### src/rtl/freq_meter.sv
// freq_meter: counts rising edges of an asynchronous sig_in over a GATE_CYCLES window of cin.
// Optional FREQ_METER_CONT_EN: free-running back-to-back windows after a single start.
module freq_meter #(
  parameter int GATE_CYCLES = 50000000,
  parameter int CNT_W       = 28
) (
  input  logic             cin,
  input  logic             rst_n,
  input  logic             start,
  input  logic             sig_in,
  output logic             busy,
  output logic             valid,
  output logic [CNT_W-1:0] count,
  output logic             overflow
);

  localparam int GW = $clog2(GATE_CYCLES);
  localparam logic [GW-1:0] LAST = GW'(GATE_CYCLES - 1);

  typedef enum logic [1:0] {
    IDLE,
    GATE,
    DONE
  } state_t;

  state_t           state;
  logic             s1;
  logic             s2;
  logic             s3;
  logic             rise;
  logic [GW-1:0]    gate_cnt;
  logic [CNT_W-1:0] acc;
  logic [CNT_W-1:0] acc_inc;
  logic             sat;
  logic             sat_inc;

  assign rise = s2 & ~s3;

  // Saturating accumulate: once all-ones, further rises only raise the flag.
  always_comb begin
    acc_inc = acc;
    sat_inc = sat;
    if (rise) begin
      if (&acc) begin
        sat_inc = 1'b1;
      end else begin
        acc_inc = acc + CNT_W'(1);
      end
    end
  end

  always_ff @(posedge cin) begin
    if (!rst_n) begin
      s1 <= 1'b0;
      s2 <= 1'b0;
      s3 <= 1'b0;
    end else begin
      s1 <= sig_in;
      s2 <= s1;
      s3 <= s2;
    end
  end

  // Results are latched on the last gate edge so they appear together with valid.
  always_ff @(posedge cin) begin
    if (!rst_n) begin
      state    <= IDLE;
      gate_cnt <= '0;
      acc      <= '0;
      sat      <= 1'b0;
      busy     <= 1'b0;
      valid    <= 1'b0;
      count    <= '0;
      overflow <= 1'b0;
    end else begin
      valid <= 1'b0;
      case (state)
        IDLE: begin
          if (start) begin
            state    <= GATE;
            gate_cnt <= '0;
            acc      <= '0;
            sat      <= 1'b0;
            busy     <= 1'b1;
          end
        end
        GATE: begin
          gate_cnt <= gate_cnt + GW'(1);
          acc      <= acc_inc;
          sat      <= sat_inc;
          if (gate_cnt == LAST) begin
            state    <= DONE;
            valid    <= 1'b1;
            count    <= acc_inc;
            overflow <= sat_inc;
`ifdef FREQ_METER_CONT_EN
            busy     <= 1'b1;
`else
            busy     <= 1'b0;
`endif
          end
        end
        DONE: begin
`ifdef FREQ_METER_CONT_EN
          // The rise seen in this cycle belongs to the window that starts now.
          state    <= GATE;
          gate_cnt <= '0;
          acc      <= rise ? CNT_W'(1) : '0;
          sat      <= 1'b0;
          busy     <= 1'b1;
`else
          state    <= IDLE;
`endif
        end
        default: begin
          state <= IDLE;
        end
      endcase
    end
  end

endmodule

### config.mk
export PLATFORM = sky130hd
export DESIGN_NAME = freq_meter
export DESIGN_NICKNAME = d
export VERILOG_FILES = /design/src/rtl/freq_meter.sv
export SDC_FILE = /design/constraint.sdc
export NUM_CORES = 1
export LEC_CHECK = 0
export ABC_AREA = 1
export CAP_MARGIN = 20
export CORE_AREA = 2 2 127 129
export CTS_CLUSTER_SIZE = 12
export DETAILED_ROUTE_END_ITERATION = 10
export DIE_AREA = 0 0 129 131
export GPL_TIMING_DRIVEN = 1
export SLEW_MARGIN = 20
export SYNTH_ARGS = -nofsm -noshare
export SYNTH_HDL_FRONTEND = slang
export SYNTH_SLANG_ARGS = --single-unit
### constraint.sdc
create_clock -name cin -period 4.9 [get_ports cin]
set_input_delay 1.47 -clock cin [delete_from_list [all_inputs] [get_ports cin]]
set_output_delay 1.47 -clock cin [all_outputs]
set_load 0.005 [all_outputs]
==> flow_summary.html <==
<table>
<tr><th>Metric</th><th>Value</th></tr>
<tr><th colspan="2">Run status</th></tr>
<tr><td>Outcome</td><td>finished, final reports clean</td></tr>
<tr><th colspan="2">Setup path</th></tr>
<tr><td>Cell occurring most often along the worst timing path</td><td>buf_4</td></tr>
<tr><td>Type of element capturing the critical path</td><td>flip-flop</td></tr>
<tr><td>Data required time at the worst endpoint</td><td>roughly 5 ns</td></tr>
<tr><td>Crit path launch type</td><td>primary input</td></tr>
<tr><td>Arrival @ worst endpoint</td><td>3.26 ns</td></tr>
<tr><td>Critical-path cell list</td><td>clkdlybuf4s50_1 -&gt; buf_4 -&gt; inv_2 -&gt; buf_4 -&gt; a21oi_1</td></tr>
<tr><td>Slowest-stage cell, CP</td><td>inv_2</td></tr>
<tr><td>Critical Path Max Stage Delay</td><td>between 0.6 and 0.7 ns</td></tr>
<tr><td>Worst Path Class, Setup</td><td>in2reg</td></tr>
<tr><td>Highest net fanout along the worst path</td><td>42</td></tr>
<tr><th colspan="2">Clocking</th></tr>
<tr><td>Clock insertion delay at the later pin of the skew report</td><td>~0.36 ns</td></tr>
<tr><td>Clock Sink Count</td><td>around 90</td></tr>
<tr><td>Root cell of the clock tree</td><td>clkbuf_16</td></tr>
<tr><td>Bufs on Longest Clock Path</td><td>2</td></tr>
<tr><td>CTS clock-pin slew for the worst setup and hold paths</td><td>0.07 ns</td></tr>
<tr><td>Clock tree from TritonCTS</td><td>built</td></tr>
<tr><td>H-tree depth</td><td>3</td></tr>
<tr><td>Post_cts resized</td><td>0</td></tr>
<tr><td>Number of hold buffers added after CTS</td><td>0</td></tr>
<tr><td>Post-CTS Setup Repair Bufs</td><td>0</td></tr>
<tr><td>Inserted Clock Buffers</td><td>9</td></tr>
<tr><th colspan="2">Logic synthesis</th></tr>
<tr><td>Synth unique cells</td><td>39</td></tr>
<tr><td>Post-Synth Adder-Cell Area</td><td>0.00479</td></tr>
<tr><td>Xor and xnor fraction of the mapped netlist area</td><td>0.00336</td></tr>
<tr><td>Number of synthesized register bits</td><td>91</td></tr>
<tr><td>Post-synthesis cell type with the largest combined area</td><td>dfxtp_1</td></tr>
<tr><td>Primary flip-flop cell chosen by synthesis mapping</td><td>dfxtp_1</td></tr>
<tr><td>Area fraction in compound gates after synthesis</td><td>0.139</td></tr>
<tr><td>Summed instance area of the synthesized netlist</td><td>5220 µm²</td></tr>
<tr><td>Syn Nets</td><td>between 800 and 900</td></tr>
<tr><td>Average cell area after synthesis</td><td>between 6 and 7 µm²</td></tr>
<tr><td>Main combinational cell family by area after synthesis</td><td>simple AND/OR/NAND/NOR gates</td></tr>
<tr><td>Synth area leaders</td><td>dfxtp_1, nand2_1, nand3_1</td></tr>
<tr><td>Number of flops mapped to enable cells by yosys</td><td>0</td></tr>
<tr><td>Synthesized instance count</td><td>between 800 and 900</td></tr>
<tr><td>Fraction of synthesized area in multiplexers</td><td>0</td></tr>
<tr><td>Fraction of synthesis flops using an asynchronous set or reset pin</td><td>0</td></tr>
<tr><td>Share of synthesized cell area in and, or, nand and nor gates</td><td>0.407</td></tr>
<tr><td>Share of the synthesized area in the top cell type</td><td>0.349</td></tr>
<tr><td>Yosys Warn Count</td><td>0</td></tr>
<tr><td>Fraction of the yosys area taken by sequential cells</td><td>0.349</td></tr>
<tr><th colspan="2">Final layout</th></tr>
<tr><td>Fillers</td><td>approximately 1700</td></tr>
<tr><td>Final-stage net count</td><td>approximately 860</td></tr>
<tr><td>Leading cell types in the layout, fill and taps excluded</td><td>nand2_1, dfxtp_1, inv_1</td></tr>
<tr><td>Area used by multi-input combinational logic</td><td>just under 3000 µm²</td></tr>
<tr><td>Fraction of final layout cells with drive strength greater than 1</td><td>0.0758</td></tr>
<tr><td>Area grow syn2layout</td><td>15.3%</td></tr>
<tr><td>Most common cell after layout, fill and taps aside</td><td>nand2_1</td></tr>
<tr><td>Inserted Diodes</td><td>0</td></tr>
<tr><td>Flip-flop and latch area</td><td>about 1800 µm²</td></tr>
<tr><th colspan="2">Power</th></tr>
<tr><td>Post-route total power</td><td>around 1.6 mW</td></tr>
<tr><td>Power per cell area</td><td>258 nW/µm²</td></tr>
<tr><td>Largest voltage drop on the vdd net</td><td>around 140 µV</td></tr>
<tr><td>Leakage dissipation</td><td>about 2.2 nW</td></tr>
<tr><th colspan="2">Die</th></tr>
<tr><td>Initial core utilization</td><td>0.335</td></tr>
<tr><td>Cell row count</td><td>46</td></tr>
<tr><td>I/O pin count</td><td>35</td></tr>
<tr><td>Die Span X</td><td>between 100 and 150 µm</td></tr>
<tr><td>Die area</td><td>16900 µm²</td></tr>
<tr><td>Core Footprint</td><td>~16000 µm²</td></tr>
<tr><td>Height of the chip</td><td>about 130 µm</td></tr>
<tr><th colspan="2">GRT</th></tr>
<tr><td>Number of antenna violations at the first check in global routing</td><td>0</td></tr>
<tr><td>Number of global-route vias before repair</td><td>around 4900</td></tr>
<tr><td>First-pass GRT wire length</td><td>around 24000 µm</td></tr>
<tr><td>Sum of overflow across all layers after global routing</td><td>0</td></tr>
<tr><td>Global-route total usage across every layer</td><td>0.177</td></tr>
<tr><td>Maximum number of pins on one net before global-route repair</td><td>between 40 and 50</td></tr>
<tr><th colspan="2">Routing</th></tr>
<tr><td>Post-DRT Antenna Nets</td><td>0</td></tr>
<tr><td>1st-pass router iterations</td><td>5</td></tr>
<tr><td>Initial DRC Count</td><td>approximately 380</td></tr>
<tr><td>DRC violation count after routing</td><td>0</td></tr>
<tr><td>Mean number of vias per cell</td><td>just under 5</td></tr>
<tr><td>DRT Wirelength</td><td>14000 µm</td></tr>
<tr><td>Vias after detailed routing</td><td>between 5000 and 6000</td></tr>
<tr><td>Wire per inst</td><td>around 13 µm</td></tr>
<tr><th colspan="2">STA</th></tr>
<tr><td>Sum of negative setup slack</td><td>0 ns</td></tr>
<tr><td>Headroom to the max-slew limit</td><td>0.306</td></tr>
<tr><td>Min setup slack post-route</td><td>about 1.9 ns</td></tr>
<tr><td>Final Skew</td><td>~0.011 ns</td></tr>
<tr><td>Count of final max-slew check failures</td><td>0</td></tr>
<tr><td>Achievable Freq</td><td>between 0.3 and 0.4 GHz</td></tr>
<tr><td>Minimum hold slack</td><td>between 0.4 and 0.5 ns</td></tr>
<tr><td>Total count of hold-check failures in the final report</td><td>0</td></tr>
<tr><td>Number of endpoints failing setup at the final stage</td><td>0</td></tr>
<tr><td>Final Critical Period</td><td>roughly 3.0 ns</td></tr>
<tr><td>Transition time of the tightest slew-check pin</td><td>just over 1 ns</td></tr>
<tr><td>Fin crit share</td><td>0.616</td></tr>
<tr><td>Unrepaired setup endpoints after global routing</td><td>false</td></tr>
<tr><th colspan="2">Min path</th></tr>
<tr><td>Class of the tightest hold or removal check</td><td>reg2reg</td></tr>
<tr><th colspan="2">Placed design</th></tr>
<tr><td>Minimum setup slack after placement</td><td>between 1 and 1.5 ns</td></tr>
<tr><td>Gpl congestion</td><td>0.902</td></tr>
<tr><td>Count of buffers inserted at the top-level ports</td><td>34</td></tr>
<tr><td>Post-DP HPWL</td><td>a little under 10000 µm</td></tr>
<tr><th colspan="2">Flow run</th></tr>
<tr><td>Max-cap check violation count</td><td>0</td></tr>
</table>
==> cell families after synthesis <==
logic type / count (synthesis)
buffers and inverters: 122
AO/OA/AOI/OAI: 125
adder cells (fa/ha/maj): 2
XOR/XNOR: 2
flip-flops: 91
AND/OR/NAND/NOR: 491
==> worst max-delay path, delay by kind of cell <==
family / cells / cell delay [ns]
buffers and inverters: 4 / 1.66
AO/OA/AOI/OAI: 1 / 0.07
==> layer usage <==
| layer | share of wire | wire [µm] | global-route usage |
|---|---|---|---|
| met1 | 0.48 | 6640 | 0.224 |
| met2 | 0.48 | 6720 | 0.303 |
| met3 | 0.023 | 327 | 0.0265 |
| met4 | 0.021 | 290 | 0.0716 |
| met5 | 0 | 0 | 0 |
==> metrics by stage <==
step / cell area [µm²] / utilization / cells
2_1_floorplan: 5220 / - / 833
3_3_place_gp: 5710 / 0.366 / 1058
3_5_place_dp: 5710 / 0.366 / 1058
4_1_cts: 6020 / 0.386 / 1074
5_1_grt: 6020 / 0.386 / 1074
6_report: 6020 / 0.386 / 1074
==> area by class of cell <==
cell class | instances | share of cell area
Clock buffer | 10 | 0.0397
Clock inverter | 6 | 0.0119
Timing Repair Buffer | 40 | 0.0640
Multi-Input combinational cell | 620 | 0.480
Inverter | 91 | 0.0568
Tap cell | 216 | 0.0449
Sequential cell | 91 | 0.303
==> cell usage after synthesis, types with 5 or more instances <==
library cell  number
a211oi_1           6
nor3_1             8
dfxtp_1           91
nor2_4             6
nand2_2            5
o21ai_2            6
a21oi_1           68
nand2_1          282
buf_2             11
a21oi_2            7
nor2_1            81
clkbuf_1          14
o21ai_0           24
inv_1             87
nand4_1           14
nand3_1           75
==> worst paths after layout <==
kind / startpoint / to / slack, ns / cells after the start
worst min register to register: s1 / s2 / 0.41 / 2
worst min-delay path: s1 / s2 / 0.41 / 2
worst max-delay path: rst_n / acc[26] / 1.88 / 5
worst max register to register: acc[0] / acc[6] / 2.40 / 11
==> flip-flops by register name (all words and copies together) (netlist names) <==
| signal | count |
|---|---|
| s2 | 1 |
| gate_cnt | 26 |
| s1 | 1 |
| busy | 1 |
| acc | 28 |
| valid | 1 |
| s3 | 1 |
| overflow | 1 |
| sat | 1 |
| state | 2 |
| count | 28 |
==> report_power, final <==
| group | switching [mW] | leakage (nW) | total (mW) | internal [mW] |
|---|---|---|---|---|
| clock | 0.317 | 0.151 | 0.732 | 0.415 |
| sequential | 0.00496 | 0.734 | 0.749 | 0.744 |
| combinational | 0.0571 | 1.30 | 0.0732 | 0.0161 |
| total | 0.379 | 2.19 | 1.55 | 1.17 |
No activity file was read; power rests on OpenSTA's default activity.
